==> src/rtl/booth_ctrl.sv <==
// Sequencing FSM for a radix-2 Booth multiplier datapath: issues one command per
// cycle, tracks q(-1), runs the start/busy/done handshake and latches the product.
module booth_ctrl #(
  parameter int BIT_LEN = 4
) (
  input  logic                   clk,
  input  logic                   rstn,
  input  logic                   start,
  input  logic [1:0]             status,
  input  logic                   ef,
  input  logic [2*BIT_LEN-1:0]   dp_result,
  output logic [1:0]             control,
  output logic                   busy,
  output logic                   done,
  output logic [2*BIT_LEN-1:0]   result,
  output logic                   err
);

  // state | meaning
  // IDLE  | datapath reloads operands every cycle, waiting for start
  // STEP  | examine {B[0], q(-1)}: add/sub, shift, or finish on count zero
  // SHIFT | shift that follows an ADD or SUB
  // DONE  | one-cycle completion pulse, start ignored
  typedef enum logic [1:0] {IDLE, STEP, SHIFT, DONE} state_t;

  localparam logic [1:0] CMD_INIT  = 2'b00;
  localparam logic [1:0] CMD_ADD   = 2'b01;
  localparam logic [1:0] CMD_SUB   = 2'b10;
  localparam logic [1:0] CMD_SHIFT = 2'b11;

  state_t                 state_q, state_d;
  logic                   q_m1_q, q_m1_d;
  logic [2*BIT_LEN-1:0]   result_q, result_d;
  logic                   err_q, err_d;

  always_ff @(posedge clk or negedge rstn) begin
    if (!rstn) begin
      state_q  <= IDLE;
      q_m1_q   <= 1'b0;
      result_q <= '0;
      err_q    <= 1'b0;
    end else begin
      state_q  <= state_d;
      q_m1_q   <= q_m1_d;
      result_q <= result_d;
      err_q    <= err_d;
    end
  end

  always_comb begin
    state_d  = state_q;
    q_m1_d   = q_m1_q;
    result_d = result_q;
    err_d    = err_q;
    control  = CMD_INIT;
    case (state_q)
      IDLE: begin
        if (start) begin
          state_d = STEP;
          q_m1_d  = 1'b0;
          err_d   = 1'b0;
        end
      end
      STEP: begin
        if (status[0]) begin
          // Capture on the same edge the INIT reload happens; dp_result is still the product.
          result_d = dp_result;
          state_d  = DONE;
        end else begin
          case ({status[1], q_m1_q})
            2'b10: begin
              control = CMD_SUB;
              state_d = SHIFT;
            end
            2'b01: begin
              control = CMD_ADD;
              state_d = SHIFT;
            end
            default: begin
              control = CMD_SHIFT;
              q_m1_d  = status[1];
            end
          endcase
        end
      end
      SHIFT: begin
        control = CMD_SHIFT;
        q_m1_d  = status[1];
        state_d = STEP;
      end
      DONE: begin
        state_d = IDLE;
      end
      default: state_d = IDLE;
    endcase
    // A datapath fault wins over the clear from an accepted start.
    if (ef) err_d = 1'b1;
  end

  assign busy   = (state_q != IDLE);
  assign done   = (state_q == DONE);
  assign result = result_q;
  assign err    = err_q;

endmodule

==> config.mk <==
export PLATFORM = sky130hd
export DESIGN_NAME = booth_ctrl
export DESIGN_NICKNAME = d
export VERILOG_FILES = /design/src/rtl/booth_ctrl.sv
export SDC_FILE = /design/constraint.sdc
export NUM_CORES = 1
export LEC_CHECK = 0
export CORE_MARGIN = 1
export CORE_UTILIZATION = 43
export CTS_BUF_LIST = sky130_fd_sc_hd__clkbuf_4 sky130_fd_sc_hd__clkbuf_8
export CTS_CLUSTER_DIAMETER = 50
export DETAILED_ROUTE_END_ITERATION = 16
export PLACE_DENSITY = 0.89
export SLEW_MARGIN = 15
export SYNTH_ARGS = -nofsm -noshare
export SYNTH_HDL_FRONTEND = slang
export SYNTH_SLANG_ARGS = --single-unit
==> constraint.sdc <==
create_clock -name clk -period 1.65 [get_ports clk]
set_input_delay 0.33 -clock clk [delete_from_list [all_inputs] [get_ports clk]]
set_output_delay 0.33 -clock clk [all_outputs]
set_load 0.05 [all_outputs]
==> metrics, run 1 <==
run status=complete, but fails checks; failing checks=setup timing; Port Buffers=26; count leader, synth=dfrtp_1; fmax=565 MHz; initial DRC count=8; final hold viol count=0; Avg WL per Cell=15.6 um; EDFF count, synth=0; die area=1640 sq um; Root Driver=clkbuf_4; Final Wtd Congestion=0.754; Crit Path Class=flip-flop to output port; Synth area leaders=dfrtp_1, ha_1, mux2_2, inv_1, mux2i_1; R2R Path Start=state_q[0]; Pre-antenna DRT Iters=4; # fillers=82; Max-slew headroom=0.637; vias in the first global route=527; clock sink count=12; minimum clock period=1770 ps; endpoints failing setup=2; post-route ant nets=0; Unique masters post-synth=17; Yosys warning total=0; Final Max Slew Viols=0; #FFs+latches synth=12; top cell type's share of synthesized area=0.471; post-detail-place hpwl=1.10 mm; critical path capture point type=output port; Seq/Total Area, Yosys=0.471; DRC viols=0; Syn Nets=73; crit path buf inv count=1; core area=1330 sq um; peak per-stage delay on the critical path=480 ps; Post-Syn Instances=51; initial antenna violation count=0; Crit path required time=1320 ps; Hold WC Path Type=primary input to async pin; async set-reset flop share out of synthesis=1.00; Initial Util=0.478; TritonCTS clock tree=built; area leader, netlist=dfrtp_1; first-pass GRT wire length=2.39 mm; R2R Path End=q_m1_q; crit path cell chain=ha_4 -> nor3b_2 -> o21a_1 -> buf_12; H-tree depth=1; routed vias/inst=5.11; Mapped Avg Cell Area=12.5 sq um; CP arrival=1440 ps; RSZ-0062 raised after global routing=true; area grow syn2layout=68.8%; Setup crit start kind=flip-flop; # rows=13; slowest CP cell=dfrtp_2; GRT Util Overall=0.230; I/O Pins=27; largest net degree at the start of global routing=13; layout cells sized above 1=0.500; Die Wd=40.5 um; Synth top cells by count=dfrtp_1, ha_1, mux2_2; PnR worst setup slack=-119 ps; CTS buffer count=3; routed wire length=1.61 mm; Post-Syn Area=638 sq um; layout net count=112; worst-margin pin slew=543 ps; gr ovfl total=0; Worst-path clk slew=70 ps; clk buf depth=2; n_diodes=0; flop-to-flop setup slack=120 ps; CP top delay family=flip-flops; CP max FO=4; Clock Latency Late Sink=280 ps; clock skew=2.68 ps; via count of the routed design=526; post-route clock period utilization=1.07; MaxCap Viol Count=0; Final Util=0.808; Die H=40.5 um; Reg2Reg Depth=6; ys flop type=dfrtp_1
## placed cells by master, fill, tap and decap left out, types with 2 or more instances in the layout
master / Yosys / layout
mux2i_1: 2 / 2
clkbuf_4: 0 / 3
dfrtp_1: 12 / 11
nor3b_2: 0 / 2
ha_2: 0 / 2
nand2_1: 2 / 2
mux2_2: 8 / 8
ha_1: 8 / 3
inv_1: 6 / 4
o21a_1: 2 / 2
clkdlybuf4s50_1: 0 / 12
ha_4: 0 / 3
buf_12: 0 / 4
buf_4: 0 / 17
## layer usage
layer  wire length [um]  global-route usage  up-vias  part of all wire
li1                   -                   -      250                 -
met1                638               0.256      253              0.40
met2                826               0.381       17              0.51
met3                 75              0.0778        6             0.047
met4                 64               0.125        0             0.040
met5                  0                   0        -                 0
## worst reg2reg max path: stages (launching register included)
cell	delay, ps
dfrtp_2	480
ha_4	190
buf_4	120
buf_4	140
nand2_4	130
o2111a_1	220
mux2i_1	180
## sequential cells by signal (all words and copies together) (netlist names)
| register | count |
|---|---|
| err | 1 |
| q_m1_q | 1 |
| state_q | 2 |
| result | 8 |
## cell families (layout without fill, tap and decap cells)
group,after synthesis,after routing,synth area share
DFF,12,12,0.471
muxes,11,11,0.196
and+or+nand+nor,8,8,0.0726
buffers and inverters,6,43,0.0353
adders and majority gates,8,8,0.157
AOI/OAI and AO/OA,6,6,0.0686
## area by class of cell
class	instances	area, sq um	share of cell area
Sequential cell	12	302	0.280
Clock buffer	3	22.5	0.0209
Inverter	6	25.0	0.0232
Timing Repair Buffer	34	337	0.312
Multi-Input combinational cell	33	373	0.346
Tap cell	15	18.8	0.0174
## worst max path at each step
stage | end | startpoint | slack, ps | depth (start not counted)
floorplan | state_q[1] | state_q[0] | 6 | 5
global placement | control[1] | status[1] | -230 | 6
detailed placement | control[1] | status[1] | -280 | 6
CTS | control[0] | state_q[1] | -110 | 5
global route | control[1] | state_q[1] | -160 | 5
finish | control[0] | state_q[0] | -120 | 4
## metrics by stage
stage | TNS, ps | worst slack (ps) | hold WS [ps] | cell area, sq um | instances
floorplan | 0 | 5.75 | 34.4 | 638 | 51
global placement | -741 | -235 | 462 | 965 | 96
detailed placement | -927 | -279 | 497 | 965 | 96
CTS | -227 | -114 | 415 | 1060 | 102
global route | -322 | -163 | 433 | 1080 | 103
finish | -237 | -119 | 401 | 1080 | 103
## what timing repair did
| item | CTS | global route |
|---|---|---|
| resized for setup | 11 | 4 |
| hold buffers | 0 | 0 |
| pin swaps | 4 | 3 |
| endpoints found under the setup margin | 3 | 4 |
| buffers inserted | 3 | 1 |
Power of run 1 is not shown: default switching activity piles up to over one toggle a cycle in this logic, so the estimate is an artifact.
==> run 2, diff against run 1 <==
- CTS_CLUSTER_SIZE: not set -> 12
- GPL_TIMING_DRIVEN: not set -> 0
==> run 2 against run 1 <==
- the run still ends with setup timing left
- maximum frequency down 2.3%
- die area unchanged
- first-iteration DRC count unchanged
- worst hold slack about the same
- via count up 5.1%
- critical endpoint unchanged
==> metrics, run 2 (same netlist as run 1, synthesis figures left out) <==
run status=complete, but fails checks (unchanged); failing checks=setup timing (unchanged); commonest non-fill, non-tap cells in the layout=clkdlybuf4s50_1, dfrtp_1, dlygate4sd2_1 (was buf_4, clkdlybuf4s50_1, dfrtp_1); Die H=40.5 um (unchanged); Setup crit start kind=flip-flop (unchanged); placed cells=92 (was 96); Clock Latency Late Sink=270 ps (was 280 ps); DRC viols=0 (unchanged); PnR worst setup slack=-160 ps (was -119 ps); RSZ-0062 raised after global routing=true (unchanged); Hold WC Path Type=primary input to async pin (unchanged); routed wire length=1.69 mm (was 1.61 mm); via count of the routed design=553 (was 526); core area=1330 sq um (unchanged); Worst-path clk slew=80 ps (was 70 ps); TritonCTS clock tree=built (unchanged); final hold viol count=0 (unchanged); Pre-antenna DRT Iters=4 (unchanged); crit path cell chain=inv_2 -> ha_4 -> nor3b_2 -> o21a_1 -> buf_6 (was ha_4 -> nor3b_2 -> o21a_1 -> buf_12); clk buf depth=2 (unchanged); clock skew=1.82 ps (was 2.68 ps); I/O Pins=27 (unchanged); fin area=1050 sq um (was 1080 sq um); R2R Path Start=state_q[0] (unchanged); MaxCap Viol Count=0 (unchanged); CP max FO=3 (was 4); largest net degree at the start of global routing=13 (unchanged); post-route ant nets=0 (unchanged); pwr dens=2310 nW/um^2; initial DRC count=8 (unchanged); die area=1640 sq um (unchanged); initial antenna violation count=0 (unchanged); Critical Path Start=state_q[1] (was state_q[0]); area grow syn2layout=64.3% (was 68.8%); # rows=13 (unchanged); Max-slew headroom=0.648 (was 0.637); Root Driver=clkbuf_4 (unchanged); hold buffer count at cts=0 (unchanged); H-tree depth=1 (unchanged); Avg WL per Cell=16.2 um (was 15.6 um); minimum clock period=1810 ps (was 1770 ps); fmax=553 MHz (was 565 MHz); layout cells sized above 1=0.371 (was 0.500); clock sink count=12 (unchanged); Die Wd=40.5 um (unchanged); Crit Path Class=flip-flop to output port (unchanged); post-detail-place hpwl=1.05 mm (was 1.10 mm); vias in the first global route=497 (was 527); endpoints failing setup=3 (was 2); Final Max Slew Viols=0 (unchanged); fin cells=104 (was 103); Max IR drop VDD=1070 uV; Placed Area=917 sq um (was 965 sq um); Initial Util=0.478 (unchanged); LEAKAGE=0.488 nW; CP arrival=1480 ps (was 1440 ps); routed vias/inst=5.32 (was 5.11); first-pass GRT wire length=2.19 mm (was 2.39 mm); layout net count=112 (unchanged); max reg flops=8 (unchanged); worst-margin pin slew=526 ps (was 543 ps); most common cell after layout, fill and taps aside=clkdlybuf4s50_1 (was buf_4); post-route clock period utilization=1.10 (was 1.07); Final TNS setup=-324 ps (was -237 ps); Final Wtd Congestion=0.716 (was 0.754); gr ovfl total=0 (unchanged); peak per-stage delay on the critical path=420 ps (was 480 ps); CTS buffer count=3 (unchanged); n_diodes=0 (unchanged); critical path capture point type=output port (unchanged); slowest CP cell=dfrtp_1 (was dfrtp_2); Final Util=0.786 (was 0.808); Crit path required time=1320 ps (about the same); Tot Pwr=2.43 mW; Port Buffers=26 (unchanged); GRT Util Overall=0.210 (was 0.230)
[run 2: cell types whose count changed in the layout (fill, tap and decap cells not counted), moves of 2 or more]
cell	before	now
dlygate4sd2_1	1	10
buf_6	0	3
ha_1	3	5
buf_4	17	8
buf_12	4	0
ha_2	2	0
[run 2: final timing paths]
path	end	cells after the start	slack, ps
max	control[0]	5	-160
min in group clk	q_m1_q	3	490
max in group asynchronous	state_q[0]	1	870
min reg2reg	result[3]	1	500
max reg2reg	state_q[1]	5	100
min	state_q[1]	1	400
[run 2: timing repair]
item,4_1_cts,5_1_grt
endpoints found under the setup margin,13,3
buffers inserted,4,4
endpoints found under the hold margin,0,0
gates resized for setup,44,1
pin swaps,3,1
[run 2: metrics by stage]
stage / hold slack (ps) / setup WS [ps]
4_1_cts: 411 / -144
6_report: 401 / -160
2_1_floorplan: 34.4 / 5.75
3_5_place_dp: 465 / -886
3_3_place_gp: 460 / -873
5_1_grt: 432 / -196
[run 2: per-layer routing]
metal,up-vias,track usage,part of all wire
met5,-,0,0
met4,0,0.0583,0.025
met3,4,0.0500,0.037
met2,21,0.381,0.54
met1,277,0.241,0.39
li1,251,-,-
[run 2: worst max-delay path, delay by kind of cell, from the launching register on]
family	cells	cell delay, ps
compound gates	1	150
fa+ha+maj	1	160
buf+inv	2	300
simple gates	1	180
flops	1	420
[run 2: area by class of cell]
class | count | area, sq um
multi-input combinational | 33 | 363
timing repair buffer | 34 | 307
sequential | 12 | 302
fill | 91 | 285
clock buffer | 4 | 36.3
inverter | 6 | 22.5
tap | 15 | 18.8
[run 2: where the power goes]
| group | switching (mW) | leakage (nW) | internal, mW |
|---|---|---|---|
| clock network | 0.0995 | 0.0210 | 0.134 |
| logic | 0.997 | 0.328 | 0.664 |
| registers | 0.0933 | 0.139 | 0.440 |
Power figures use the tool's default switching activity.
